$ cat src/rtl/rom_prefetch_reader.sv
// rom_prefetch_reader
//   Sequential instruction-fetch reader in front of a synchronous ROM with a
//   1-cycle read latency. It issues word addresses, captures the returned words
//   together with their fetch addresses in a small FIFO, and presents them to the
//   consumer through a valid/ready handshake. A redirect flushes everything and
//   restarts fetching at a new address.
//
// Ports
//   clk, reset_n           clock, asynchronous active-low reset
//   redirect_valid/addr    1-cycle flush + restart request
//   mem_addr, mem_rd_en    ROM address and "real fetch" qualifier
//   mem_data               ROM word, valid the cycle after the issuing cycle
//   out_valid/ready        consumer handshake on the FIFO head
//   out_data, out_addr     head word and the address it was fetched from
//   fifo_level             number of entries held
module rom_prefetch_reader #(
    parameter int          ADDR_W     = 10,
    parameter int          DATA_W     = 16,
    parameter int          DEPTH      = 4,
    parameter int unsigned RESET_ADDR = 0
) (
    input  logic                         clk,
    input  logic                         reset_n,
    input  logic                         redirect_valid,
    input  logic [ADDR_W-1:0]            redirect_addr,
    output logic [ADDR_W-1:0]            mem_addr,
    output logic                         mem_rd_en,
    input  logic [DATA_W-1:0]            mem_data,
    output logic                         out_valid,
    input  logic                         out_ready,
    output logic [DATA_W-1:0]            out_data,
    output logic [ADDR_W-1:0]            out_addr,
    output logic [$clog2(DEPTH):0]       fifo_level
);

    localparam int PTR_W = $clog2(DEPTH);
    localparam int LVL_W = PTR_W + 1;

    logic [ADDR_W-1:0] fetch_addr;
    logic [ADDR_W-1:0] pend_addr;
    logic              pending;

    logic [PTR_W-1:0]  wr_ptr;
    logic [PTR_W-1:0]  rd_ptr;
    logic [LVL_W-1:0]  level;

    logic [DATA_W-1:0] data_mem [DEPTH];
    logic [ADDR_W-1:0] addr_mem [DEPTH];

    logic [LVL_W:0]    committed;
    logic              wr_en;
    logic              pop;

    // Entries held plus the word still in flight from the ROM. A pop in the
    // same cycle is deliberately not credited, so the FIFO can never overflow.
    assign committed  = {1'b0, level} + {{LVL_W{1'b0}}, pending};
    assign mem_rd_en  = reset_n && !redirect_valid && (committed < (LVL_W+1)'(DEPTH));
    assign mem_addr   = fetch_addr;

    // A redirect squashes the word returning this cycle.
    assign wr_en      = pending && !redirect_valid;
    assign pop        = out_valid && out_ready && !redirect_valid;

    assign out_valid  = (level != '0);
    assign out_data   = data_mem[rd_ptr];
    assign out_addr   = addr_mem[rd_ptr];
    assign fifo_level = level;

    always_ff @(posedge clk or negedge reset_n) begin
        if (!reset_n) begin
            fetch_addr <= ADDR_W'(RESET_ADDR);
            pend_addr  <= ADDR_W'(RESET_ADDR);
            pending    <= 1'b0;
            wr_ptr     <= '0;
            rd_ptr     <= '0;
            level      <= '0;
        end else if (redirect_valid) begin
            fetch_addr <= redirect_addr;
            pending    <= 1'b0;
            wr_ptr     <= '0;
            rd_ptr     <= '0;
            level      <= '0;
        end else begin
            if (mem_rd_en) begin
                fetch_addr <= fetch_addr + ADDR_W'(1);
                pend_addr  <= fetch_addr;
                pending    <= 1'b1;
            end else begin
                pending    <= 1'b0;
            end
            if (wr_en) wr_ptr <= wr_ptr + PTR_W'(1);
            if (pop)   rd_ptr <= rd_ptr + PTR_W'(1);
            level <= level + LVL_W'(wr_en) - LVL_W'(pop);
        end
    end

    // Storage needs no reset: the level gates every read of it.
    always_ff @(posedge clk) begin
        if (wr_en) begin
            data_mem[wr_ptr] <= mem_data;
            addr_mem[wr_ptr] <= pend_addr;
        end
    end

endmodule

$ cat config.mk
export PLATFORM = sky130hd
export DESIGN_NAME = rom_prefetch_reader
export DESIGN_NICKNAME = d
export VERILOG_FILES = /design/src/rtl/rom_prefetch_reader.sv
export SDC_FILE = /design/constraint.sdc
export NUM_CORES = 1
export LEC_CHECK = 0
export ABC_AREA = 0
export CAP_MARGIN = 25
export CORE_MARGIN = 2
export CORE_UTILIZATION = 45
export DETAILED_ROUTE_END_ITERATION = 12
export MAX_ROUTING_LAYER = met4
export PLACE_DENSITY = 0.67
export SLEW_MARGIN = 20
export SYNTH_ARGS = -nofsm -noshare
export SYNTH_HDL_FRONTEND = slang
export SYNTH_SLANG_ARGS = --single-unit
$ cat constraint.sdc
create_clock -name clk -period 4 [get_ports clk]
set_input_delay 0.4 -clock clk [delete_from_list [all_inputs] [get_ports clk]]
set_output_delay 0.4 -clock clk [all_outputs]
set_load 0.005 [all_outputs]
==> impl_metrics.env <==
export IMPL_status="finished, final reports clean"
export IMPL_multiInputGateArea_um2=1339
export IMPL_ioPinCount=71
export IMPL_cp_end_kind="output pin"
export IMPL_port_buffers=70
export IMPL_yosysTopAreaCellShare_pct=59.47
export IMPL_setup_violations=0
export IMPL_crit_fanout=11
export IMPL_final_common_cell="edfxtp_1"
export IMPL_avgRoutedWirePerCell_um=17.97
export IMPL_post_route_period_util_pct=79.05
export IMPL_postLayoutCoreUtil_pct=58.48
export IMPL_synth_top_area_cell="edfxtp_1"
export IMPL_stdcell_count=512
export IMPL_diodes=0
export IMPL_regArea_um2=3825
export IMPL_fmax_mhz=316.2
export IMPL_required_ps=3600
export IMPL_drcViolationCount=0
export IMPL_vias=2690
export IMPL_crit_path_start="fifo_level[1]"
export IMPL_rsz0062_at_grt="false"
export IMPL_cts_root_buf="clkbuf_16"
export IMPL_area_growth_pct=27.16
export IMPL_firstDrtPassIters=6
export IMPL_synth_cells=269
export IMPL_first_global_vias=2887
export IMPL_grt_max_degree=31
export IMPL_fp_dieW_um=112.0
export IMPL_synth_edff_count=104
export IMPL_dieArea_um2=12550
export IMPL_drtIter0Drc=170
export IMPL_hold_path_class="in -> async"
export IMPL_ys_top_cells_by_area="edfxtp_1 59%, dfrtp_1 13%, mux4_2 11%"
export IMPL_yosysSeqAreaShare_pct=72.81
export IMPL_yosysWarnings=0
export IMPL_yosys_most_used_dff="edfxtp_1"
export IMPL_clk_pin_slew_ps=60
export IMPL_cts_resized=0
export IMPL_relSlewSlack_pct=49.09
export IMPL_arrival_ps=2760
export IMPL_rows=39
export IMPL_ctsLongestPathBuffers=2
export IMPL_antenna_found_initial=0
export IMPL_slew_violations=0
export IMPL_die_height_um=112.0
export IMPL_syn_area_per_cell_um2=19.52
export IMPL_drive_gt1_share_pct=21.41
export IMPL_reg2reg_from="fifo_level[1]"
export IMPL_core_area_um2=11420
export IMPL_clkSinkCount=132
export IMPL_hold_viol_final=0
export IMPL_overflow=0
export IMPL_vias_per_cell=5.254
export IMPL_drtAntennaViolNets=0
export IMPL_start_util_pct=45.99
export IMPL_layout_common_cells="104 x edfxtp_1, 70 x clkdlybuf4s50_1, 27 x dfrtp_1"
export IMPL_numCtsBuffers=17
export IMPL_netlist_area_um2=5251
export IMPL_clock_latency_ps=410
export IMPL_placedCellCount=480
export IMPL_ys_seq_elements=132
export IMPL_cts_tree="built"
export IMPL_final_cell_area_um2=6678
export IMPL_ys_async_sr_fraction_pct=21.21
export IMPL_cts_setup_buffers=0
export IMPL_ir_drop_v=0.0003731
export IMPL_wirelength_um=9202
export IMPL_nets=396
export IMPL_leakagePower_uw=0.002304
export IMPL_p_per_area_nw_per_um2=590.8
export IMPL_worst_slew_pin_slew_ps=762.8
export IMPL_layout_min_cycle_time_ps=3162
export IMPL_synth_cell_types=42
export IMPL_grt_pass1_wl_um=14970
export IMPL_dp_hpwl_um=5690
export IMPL_cts_hold_buf=0
export IMPL_crit_path_start_kind="flop"
export IMPL_criticalPathCategory="reg -> out"
export IMPL_place_area_um2=6133
export IMPL_synthesis_nets=308
export IMPL_grtUsageTotal_pct=16.34
export IMPL_htreeDepth=4
export IMPL_finClkSkew_ps=12.01
export IMPL_max_cap_violations=0
export IMPL_fillCellCount=884
export IMPL_place_congestion=0.8155
export IMPL_setup_tns_final_ps=0
-- synthesized netlist by cell type (2+ instances only) --
library cell    n
or3_1           2
nand2b_1        2
inv_1           7
nand3_1         2
mux4_2         26
xnor2_1         3
and4_1          2
dfrtp_1        28
xor2_1          3
nor2_1         13
ha_1            8
buf_6           2
nand4_1         3
buf_1           2
o21ai_0         3
o31ai_1         3
nor2b_1         2
o31a_1          3
or4_1           3
nand2_1         6
mux2_4         10
and2_1          4
buf_2           5
a31oi_1         5
mux2_2          2
edfxtp_1      104
-- worst paths after layout --
kind,slack (ps),depth (start not counted),to
min in group clk,520,0,addr_mem[2][9]
max in group asynchronous,3230,2,rd_ptr[0]
max,840,5,mem_rd_en
min,470,2,fifo_level[2]
max reg2reg,1760,5,pend_addr[9]
min reg2reg,520,0,addr_mem[2][9]
-- cell families after synthesis --
kind of cell | Yosys count | share of synthesized area [%]
AOI/OAI and AO/OA | 19 | 2.740
xor gates and xnor gates | 6 | 1.001
adders and majority gates | 9 | 2.287
buffers and inverters | 18 | 1.692
DFF | 132 | 72.81
muxes | 39 | 14.63
and+or+nand+nor | 46 | 4.837
-- flip-flops by register name, indices dropped and copies added, names as in the netlist --
register    count
mem_addr       10
fifo_level      3
wr_ptr          2
data_mem       64
pending         1
addr_mem       40
pend_addr      10
rd_ptr          2
-- routing by layer --
layer	vias to the layer above	share of wire (%)	GRT usage [%]
met5	-	0	-
met4	0	0.76	5.854
met3	6	3.9	4.968
met2	76	48	24.36
met1	1358	47	21.66
li1	1250	-	-
-- through the flow --
step	total power [µW]	hold slack [ps]	setup WS, ps
floorplan	2226	104.4	1796
global placement	2597	503.9	1172
detailed placement	2613	521.6	1123
CTS	3974	474.0	777.3
global route	4133	502.4	631.5
finish	3945	472.4	837.8
-- power breakdown --
group	switching (µW)	total, µW	internal, µW
clock	516	1350	836
combinational	278	803	525
sequential	141	1790	1650
total	935	3950	3010
-- worst max-delay path, cell delays in order, from the launching register on --
cell	delay, ps
dfrtp_1	440
ha_1	230
o211ai_1	260
a32oi_2	170
nor2_2	610
clkdlybuf4s50_1	640
-- cell type report --
cell class,instances,area share [%]
clock buffer,19,6.483
multi-input combinational,119,20.05
inverter,8,0.4497
tap,143,2.679
timing repair buffer,79,11.69
sequential,132,57.28
clock inverter,12,1.368
Note: power is estimated with default switching activity, not from simulation.
